$ cat src/rtl/xdma_wr_burst_reshaper.sv
// Splits one XDMA write request into legal AXI4 INCR bursts (<=256 beats, optional 4 KiB split).
// Define XDMA_RESHAPER_4K_SPLIT_EN to keep every burst inside a 4 KiB page.
module xdma_wr_burst_reshaper #(
    parameter int AddrWidth = 48,
    parameter int DataWidth = 512,
    parameter int LenWidth  = 32,
    parameter int IdWidth   = 8,
    parameter int IdxWidth  = 8
) (
    input  logic                 clk_i,
    input  logic                 rst_i,
    input  logic                 write_req_done_i,
    input  logic [IdWidth-1:0]   write_req_dma_id_i,
    input  logic                 write_req_dma_type_i,
    input  logic [AddrWidth-1:0] write_req_remote_addr_i,
    input  logic [LenWidth-1:0]  write_req_dma_length_i,
    input  logic [IdxWidth-1:0]  write_req_idx_i,
    input  logic                 write_req_desc_valid_i,
    output logic [AddrWidth-1:0] aw_addr_o,
    output logic [7:0]           aw_len_o,
    output logic [2:0]           aw_size_o,
    output logic [1:0]           aw_burst_o,
    output logic [IdWidth-1:0]   aw_id_o,
    output logic [8:0]           w_num_beats_o,
    output logic                 w_last_burst_o,
    output logic [IdxWidth-1:0]  w_idx_o,
    output logic                 w_dma_type_o,
    output logic                 write_req_desc_valid_o,
    input  logic                 write_req_desc_ready_i
);

    localparam int BytesPerBeat = DataWidth / 8;
    localparam int SizeLog      = $clog2(BytesPerBeat);

    typedef enum logic [1:0] {
        IDLE,
        ISSUE,
        WAIT_DONE
    } state_t;

    state_t                state_q;
    state_t                state_d;
    logic [AddrWidth-1:0]  addr_q;
    logic [LenWidth-1:0]   remaining_q;
    logic [IdWidth-1:0]    id_q;
    logic [IdxWidth-1:0]   idx_q;
    logic                  type_q;
    logic [8:0]            beats;
    logic                  last_burst;
    logic                  in_issue;

`ifdef XDMA_RESHAPER_4K_SPLIT_EN
    logic [12:0]           beats_to_4k;
`endif

    // Current burst length derives purely from the registered cursor, so it is stable under stall.
    always_comb begin
        beats = (remaining_q >= LenWidth'(256)) ? 9'd256 : remaining_q[8:0];
`ifdef XDMA_RESHAPER_4K_SPLIT_EN
        beats_to_4k = (13'd4096 - {1'b0, addr_q[11:0]}) >> SizeLog;
        if ({4'b0000, beats} > beats_to_4k) begin
            beats = beats_to_4k[8:0];
        end
`endif
    end

    assign last_burst = (LenWidth'(beats) == remaining_q);
    assign in_issue   = (state_q == ISSUE);

    always_ff @(posedge clk_i) begin
        if (rst_i) begin
            state_q <= IDLE;
        end else begin
            state_q <= state_d;
        end
    end

    always_comb begin
        state_d = state_q;
        case (state_q)
            IDLE: begin
                if (write_req_desc_valid_i) begin
                    state_d = (write_req_dma_length_i == '0) ? WAIT_DONE : ISSUE;
                end
            end
            ISSUE: begin
                if (write_req_desc_ready_i && last_burst) begin
                    state_d = WAIT_DONE;
                end
            end
            WAIT_DONE: begin
                if (write_req_done_i) begin
                    state_d = IDLE;
                end
            end
            default: state_d = IDLE;
        endcase
    end

    // Request latch in IDLE; cursor advance on each accepted burst.
    always_ff @(posedge clk_i) begin
        if (rst_i) begin
            addr_q      <= '0;
            remaining_q <= '0;
            id_q        <= '0;
            idx_q       <= '0;
            type_q      <= 1'b0;
        end else begin
            case (state_q)
                IDLE: begin
                    if (write_req_desc_valid_i) begin
                        addr_q      <= write_req_remote_addr_i & ~AddrWidth'(BytesPerBeat - 1);
                        remaining_q <= write_req_dma_length_i;
                        id_q        <= write_req_dma_id_i;
                        idx_q       <= write_req_idx_i;
                        type_q      <= write_req_dma_type_i;
                    end
                end
                ISSUE: begin
                    if (write_req_desc_ready_i) begin
                        addr_q      <= addr_q + (AddrWidth'(beats) << SizeLog);
                        remaining_q <= remaining_q - LenWidth'(beats);
                    end
                end
                default: ;
            endcase
        end
    end

    assign aw_addr_o              = addr_q;
    assign aw_len_o               = in_issue ? 8'(beats - 9'd1) : 8'd0;
    assign aw_size_o              = 3'(SizeLog);
    assign aw_burst_o             = 2'b01;
    assign aw_id_o                = id_q;
    assign w_num_beats_o          = in_issue ? beats : 9'd0;
    assign w_last_burst_o         = in_issue & last_burst;
    assign w_idx_o                = idx_q;
    assign w_dma_type_o           = type_q;
    assign write_req_desc_valid_o = in_issue;

endmodule

$ cat config.mk
export PLATFORM = sky130hd
export DESIGN_NAME = xdma_wr_burst_reshaper
export DESIGN_NICKNAME = d
export VERILOG_FILES = /design/src/rtl/xdma_wr_burst_reshaper.sv
export SDC_FILE = /design/constraint.sdc
export NUM_CORES = 1
export LEC_CHECK = 0
export ABC_AREA = 1
export CORE_MARGIN = 5
export CORE_UTILIZATION = 50
export CTS_BUF_LIST = sky130_fd_sc_hd__clkbuf_8
export CTS_CLUSTER_SIZE = 30
export DETAILED_ROUTE_END_ITERATION = 10
export PLACE_DENSITY = 0.83
export SETUP_SLACK_MARGIN = 0.15
export SLEW_MARGIN = 20
export SYNTH_ARGS = -nofsm -noshare
export SYNTH_HDL_FRONTEND = slang
export SYNTH_SLANG_ARGS = --single-unit
$ cat constraint.sdc
create_clock -name clk_i -period 3.65 [get_ports clk_i]
set_input_delay 0.5475 -clock clk_i [delete_from_list [all_inputs] [get_ports clk_i]]
set_output_delay 0.5475 -clock clk_i [all_outputs]
set_load 0.05 [all_outputs]
==> results of run 1 <==
## area by class of cell
cell class | count | area, µm² | area share (%)
clock buffer | 9 | 123.9 | 1.413
clock inverter | 7 | 106.4 | 1.214
inverter | 94 | 352.8 | 4.026
multi-input combinational | 836 | 4249 | 48.49
sequential | 93 | 1862 | 21.25
tap | 176 | 220.2 | 2.513
timing repair buffer | 186 | 1849 | 21.10
## per-layer routing
metal  vias up  track usage, %  routed length, µm
met5         -               0                  0
met4         0           9.056                573
met1      3486           31.98               8981
met2       309           45.90              10270
li1       3875               -                  -
met3        49           5.203               1638
## placed cells by master (no fill, tap or decap), types with 3 or more instances in the layout
master,n
nand3_1,70
clkbuf_8,9
nor3_1,24
buf_4,25
o21ai_0,109
nand4_1,21
nor4_1,10
a31oi_1,38
inv_2,4
nand2_2,6
o21ai_1,4
clkdlybuf4s50_1,156
xor2_1,12
ha_2,3
conb_1,12
o211ai_1,13
a21oi_1,60
clkinv_4,3
dfxtp_1,93
nand2_4,3
nor2_2,8
o21ai_2,4
nor2_1,127
ha_1,8
nor2_4,5
buf_12,5
o21bai_1,6
or2_2,7
nand2_1,244
inv_1,90
xnor2_1,13
nand3b_1,7
## worst max path at each step
stage / to / from / slack (ns)
finish: aw_len_o[6] / remaining_q[16]$_SDFFE_PP0P_ / 0.37
global route: aw_addr_o[35]$_SDFFE_PP0P_ / remaining_q[16]$_SDFFE_PP0P_ / 0.18
CTS: aw_len_o[6] / remaining_q[16]$_SDFFE_PP0P_ / 0.32
detailed placement: aw_addr_o[24]$_SDFFE_PP0P_ / remaining_q[16]$_SDFFE_PP0P_ / 0.39
global placement: aw_addr_o[24]$_SDFFE_PP0P_ / remaining_q[23]$_SDFFE_PP0P_ / 0.45
floorplan: aw_len_o[3] / remaining_q[12]$_SDFFE_PP0P_ / 0.34
## worst max-delay path: stages (launching register included)
cell and delay, ns:
dfxtp_1 0.36, nor2_1 0.16, nand2_1 0.15, nor2_4 0.19, nand3_4 0.13, buf_4 0.21
nor2_2 0.20, inv_1 0.09, ha_1 0.23, nand2_1 0.10, nor3_1 0.07, a21oi_1 0.22
buf_4 0.24
## power by group through the flow
stage	Clock (mW)	Combinational (mW)	Sequential (mW)
floorplan	0	1.04	1.71
global placement	0	1.92	1.41
detailed placement	0	1.95	1.42
CTS	0.829	1.96	1.40
global route	0.867	2.14	1.43
finish	0.820	1.97	1.40
## kinds of logic (layout without fill, tap and decap cells)
| family | count (synthesis) | after routing |
|---|---|---|
| and+or+nand+nor | 541 | 541 |
| AOI/OAI and AO/OA | 246 | 246 |
| buffers and inverters | 150 | 296 |
| DFF | 93 | 93 |
| xor gates and xnor gates | 25 | 25 |
| adders and majority gates | 12 | 12 |
| other | 2 | 12 |
## metrics by stage
stage / utilization (%) / worst slack [ns] / hold slack [ns] / total power, mW
6_report: 66.70 / 0.3710 / 0.4901 / 4.187
2_1_floorplan: - / 0.3382 / 0.4553 / 2.754
5_1_grt: 66.70 / 0.1774 / 0.5146 / 4.431
4_1_cts: 66.45 / 0.3174 / 0.4915 / 4.184
3_3_place_gp: 64.70 / 0.4474 / 0.4607 / 3.336
3_5_place_dp: 64.70 / 0.3878 / 0.4705 / 3.368
## registers in the layout (all words and copies together), names as in the netlist
name and flops:
w_dma_type_o 1, aw_id_o 8, remaining_q 32, w_idx_o 8, state_q 2, aw_addr_o 42
## Yosys cell counts (10+ instances only)
master	n	area share [%]
inv_1	90	5.1
buf_4	12	1.4
nor4_1	10	0.94
nand2_1	246	14
a21oi_1	61	4.6
xor2_1	12	1.6
clkbuf_1	32	1.8
xnor2_1	13	1.7
o21ai_0	110	8.3
nor2_1	131	7.4
ha_1	11	2.1
o211ai_1	13	1.5
nand4_1	21	2.0
nand3_1	71	5.3
nor3_1	24	1.8
dfxtp_1	93	28
a31oi_1	38	3.6
## repair_timing
item                                    4_1_cts  5_1_grt
buffers inserted                              0        0
gates resized for setup                       0       12
endpoints found under the hold margin         0        0
endpoints found under the setup margin        0       14
==> metrics.txt, run 1 <==
DRC viols=0; # IOs=191; internal power=2.265 mW; WHS Endpoint=w_idx_o[1]$_SDFFE_PP0P_; sequential share of power=33.5%; maximum vdd ir drop=~0.32 mV; HP Start=w_idx_o[1]$_SDFFE_PP0P_; Synth cell types=48; synth-to-layout area growth=31.63%; CTS root buf=clkbuf_8; Pwr Density=477.8 mW/mm²; global route overflow=0; cts bufs inserted=9; Required @ worst endpoint=3.10 ns; area fraction in compound gates after synthesis=20.88%; status=finished, final reports clean; Initial Utilization=between 50% and 60%; Post-Synth XOR/XNOR Area=3.289%; simple-gate share of the synthesized area=35.99%; first-pass GRT wire length=34270 µm; clk buf depth=2; Cell Rows=42; Slew Viols, Final=0; DR pass1 iterations=8; Placed Cells=1385; later-pin clock latency in the skew report=0.40 ns; synth warn=0; crit path DAT=2.73 ns; RSZ-0062 raised after global routing=no; Initial DRC Count=566; Worst slew margin=52.84%; initial antenna violation count=0; post-route insts no fill=1401; type of the worst setup path=reg -> out; Total Routed Length=21460 µm; layout cells sized above 1=roughly 8%; vias in the first global route=7113; Port Buf Inserts=about 170; dpl cell area=0.008499 mm²; worst reg2reg path depth=21; Post-Synth Adder-Cell Area=2.368%; fin area=0.008763 mm²; Worst setup EP type=output pin; total of max-cap violations=0; leakage=roughly 3.6 nW; Worst setup SP type=flip-flop; pin count of the biggest net entering global routing=69; share of synthesized registers carrying an async set or reset=0%; Total Neg Setup Slack=0 ns; final setup vio count=0; hpwl dp=between 15000 and 20000 µm; largest family of logic cells by synthesized area=simple AND/OR/NAND/NOR gates; core area=0.01314 mm²; Crit Path Max Fanout=11; hold crit path type=reg -> reg; Cell Area, Synth=between 0.006 and 0.007 mm²; Die W=125.4 µm; number of diodes=0; Layout Nets=1334; synthesized flop and latch total=93; routed wire length per instance=15.32 µm; Period Utilization, post-route=between 80% and 90%; Main synth FF type=dfxtp_1; Final Critical Period=between 3 and 4 ns; mux share of post-synthesis cell area=0%; RePlAce Congestion=0.9215; Psw=~1.9 mW; number of synthesized flops with an enable pin=0; hold depth=2; H-tree depth=3; clock skew=0.007611 ns; fillcell total=1199; Vias=7719; Hold Violations, Final=0; worst r2r dst=aw_addr_o[35]$_SDFFE_PP0P_; cts hold-fix bufs=0; Logic pwr share=46.9%; clk sinks=93; Slew @ Worst Pin=0.7066 ns; part of the power in the clock network=19.6%; Switching Share=a little under half; CTS tree=done; Post-Synthesis Cells=1069; die area=0.01572 mm²; Syn Area/Cell=between 6 and 7 µm²; Worst-path clk slew=roughly 0.10 ns; Die Span Y=125.4 µm; FF-to-FF setup slack=0.47 ns; All-Layer GR Usage=26.17%; RR Startpoint=remaining_q[16]$_SDFFE_PP0P_; FMAX=305.0 MHz; Post-DRT Antenna Nets=0; vias per inst=5.510; sequential share of the synthesized area=27.96%
Power figures use the tool's default switching activity.
==> run 2: changes to the inputs <==
--- a/config.mk
+++ b/config.mk
@@ -12,8 +12,10 @@
 export CTS_CLUSTER_SIZE = 30
 export DETAILED_ROUTE_END_ITERATION = 10
 export PLACE_DENSITY = 0.83
+export REMOVE_ABC_BUFFERS = 1
 export SETUP_SLACK_MARGIN = 0.15
 export SLEW_MARGIN = 20
 export SYNTH_ARGS = -nofsm -noshare
 export SYNTH_HDL_FRONTEND = slang
 export SYNTH_SLANG_ARGS = --single-unit
+export TNS_END_PERCENT = 20
==> metrics.txt, run 2 (synthesis gave the netlist of run 1 again) <==
worst reg2reg path depth=18 (-14%); dpl cell area=0.008524 mm² (+0.29%); cts hold-fix bufs=0 (unchanged); most common cell after layout, fill and taps aside=nand2_1; RR Startpoint=remaining_q[22]$_SDFFE_PP0P_; worst r2r dst=aw_addr_o[38]$_SDFFE_PP0P_; Initial Utilization=50.68% (unchanged); Psw=1.894 mW (-1.5%); Required @ worst endpoint=3.97 ns (+0.87 ns); Logic pwr share=48.1% (+1.2 points); initial antenna violation count=1 (+1); total of max-cap violations=0 (unchanged); Period Utilization, post-route=89.97% (+0.14 points); Slew @ Worst Pin=0.8052 ns (+0.09866 ns); WHS Endpoint=remaining_q[31]$_SDFFE_PP0P_; core area=0.01314 mm² (unchanged); RePlAce Congestion=0.9618 (+4.4%); vias per inst=5.441 (-1.2%); Layout Nets=1337 (+0.22%); Total Neg Setup Slack=0 ns (unchanged); FMAX=304.5 MHz (-0.15%); most frequent cells in the layout=246 x nand2_1, 156 x clkdlybuf4s50_1, 129 x nor2_1; DRC viols=0 (unchanged); hpwl dp=16320 µm (+2.1%); Hold Violations, Final=0 (unchanged); routed wire length per instance=15.35 µm (+0.20%); Most Crowded Layer GR=met2; Die W=125.4 µm (unchanged); Pwr Density=469.0 mW/mm² (-1.9%); die area=0.01572 mm² (unchanged); pre-CTS worst setup slack=0.4832 ns (+0.09546 ns); internal power=2.208 mW (-2.5%); Switching Share=46.18% (+0.27 points); Vias=7645 (-0.96%); CTS tree=done; vias in the first global route=7085 (-0.39%); Total Routed Length=21570 µm (+0.49%); Post-CTS Setup Bufs=0 (unchanged); sequential share of power=34.0% (+0.5 points); final setup vio count=0 (unchanged); met1 Usage GRT=31.72% (-0.27 points); # resized after CTS=0 (unchanged); Post-DRT Antenna Nets=0 (unchanged); Final Critical Period=3.284 ns (+0.004931 ns); fillcell total=1218 (+1.6%); pin count of the biggest net entering global routing=60 (-13%); Die Span Y=125.4 µm (unchanged); Cell Rows=42 (unchanged); clk sinks=93 (unchanged); Slew Viols, Final=0 (unchanged); Worst slew margin=46.26% (-6.6 points); later-pin clock latency in the skew report=0.39 ns (about the same); Crit Path Max Fanout=6 (-5); Port Buf Inserts=173 (unchanged); layout cells sized above 1=7.410% (-0.43 points); All-Layer GR Usage=26.59% (+0.42 points); fin area=0.008747 mm² (-0.19%); type of the worst setup path=reg -> reg; final core occ=66.58% (-0.12 points); hold crit path type=reg -> reg; part of the power in the clock network=18.0% (-1.6 points); CTS root buf=clkbuf_8; H-tree depth=3 (unchanged); crit path DAT=3.60 ns (+0.87 ns); synth-to-layout area growth=31.39%; clock skew=0.006594 ns (-0.001017 ns); leakage=3.592 nW (+0.35%); # IOs=191 (unchanged); maximum vdd ir drop=0.2613 mV (-18%); max reg flops=42 (unchanged); first-pass GRT wire length=34590 µm (+0.95%); Worst setup EP type=flip-flop; Worst-path clk slew=0.09 ns (about the same); Initial DRC Count=594 (+4.9%); FF-to-FF setup slack=0.37 ns (-0.10 ns); RSZ-0062 raised after global routing=yes; clk buf depth=2 (unchanged); GRT met2 Usage=47.07% (+1.2 points); hold depth=2 (unchanged); met3 GRT Util=4.264% (-0.94 points); cts bufs inserted=9 (unchanged); Worst setup SP type=flip-flop; status=finished, final reports clean; fin worst setup slack=0.3661 ns (-0.004931 ns); DR pass1 iterations=5 (-3); HP Start=remaining_q[31]$_SDFFE_PP0P_; global route overflow=0 (unchanged)
## run 2: cell count changes in the layout (fill, tap and decap cells not counted), moves of 2 or more
cell,before,now
buf_4,25,27
nand2_1,244,246
nor2_1,127,129
nor2_2,8,6
nand2_2,6,4
## run 2: cell type report
class	instances	area, µm²	share of cell area [%]
Inverter	94	352.8	4.034
Tap cell	176	220.2	2.518
Sequential cell	93	1862	21.28
Antenna cell	1	2.502	0.02861
Clock inverter	6	63.81	0.7295
Clock buffer	10	137.6	1.573
Multi-Input combinational cell	836	4232	48.38
Timing Repair Buffer	189	1877	21.46
## run 2: metrics by stage
stage | power, mW | std cells | hold slack (ns)
after global routing | 4.356 | 1404 | 0.5119
after global placement | 3.342 | 1388 | 0.4616
after floorplan | 2.720 | 1023 | 0.4492
after CTS | 4.115 | 1404 | 0.4894
after detailed placement | 3.370 | 1388 | 0.4699
final | 4.102 | 1405 | 0.4859
## run 2: metal layers
metal	share of wire [%]	vias up	routed length, µm
met5	0	-	0
met4	3.6	0	770
met3	5.8	48	1248
met2	49	250	10620
met1	41	3457	8928
li1	-	3890	-
## run 2: worst max-delay path by stage
stage | depth (start not counted) | start | to | slack (ns)
2_1_floorplan | 6 | state_q[0]$_SDFFE_PP0P_ | aw_len_o[3] | -4.30
3_3_place_gp | 18 | remaining_q[26]$_SDFFE_PP0P_ | aw_addr_o[38]$_SDFFE_PP0P_ | 0.53
3_5_place_dp | 21 | remaining_q[22]$_SDFFE_PP0P_ | aw_addr_o[37]$_SDFFE_PP0P_ | 0.48
4_1_cts | 10 | remaining_q[22]$_SDFFE_PP0P_ | aw_len_o[7] | 0.20
5_1_grt | 18 | remaining_q[16]$_SDFFE_PP0P_ | aw_addr_o[38]$_SDFFE_PP0P_ | 0.06
6_report | 18 | remaining_q[22]$_SDFFE_PP0P_ | aw_addr_o[38]$_SDFFE_PP0P_ | 0.37
## run 2: critical path: stages, from the launching register on
cell	delay, ns
dfxtp_1	0.37
nor2_1	0.16
nand2_1	0.11
nor2_4	0.17
nand3_4	0.12
inv_1	0.14
nand2_1	0.12
inv_1	0.15
ha_2	0.33
a21oi_1	0.26
nor2_1	0.10
o21ai_0	0.23
nand3_1	0.13
nand2_1	0.25
nor2_1	0.13
nand2_1	0.12
xnor2_1	0.12
nand2_1	0.07
a31oi_1	0.13
## run 2: power by group through the flow
stage / combinational, mW / sequential, mW / clock [mW]
after floorplan: 1.01 / 1.71 / 0
after global placement: 1.94 / 1.40 / 0
after detailed placement: 1.96 / 1.41 / 0
after CTS: 1.97 / 1.39 / 0.758
after global routing: 2.14 / 1.42 / 0.791
final: 1.97 / 1.39 / 0.737
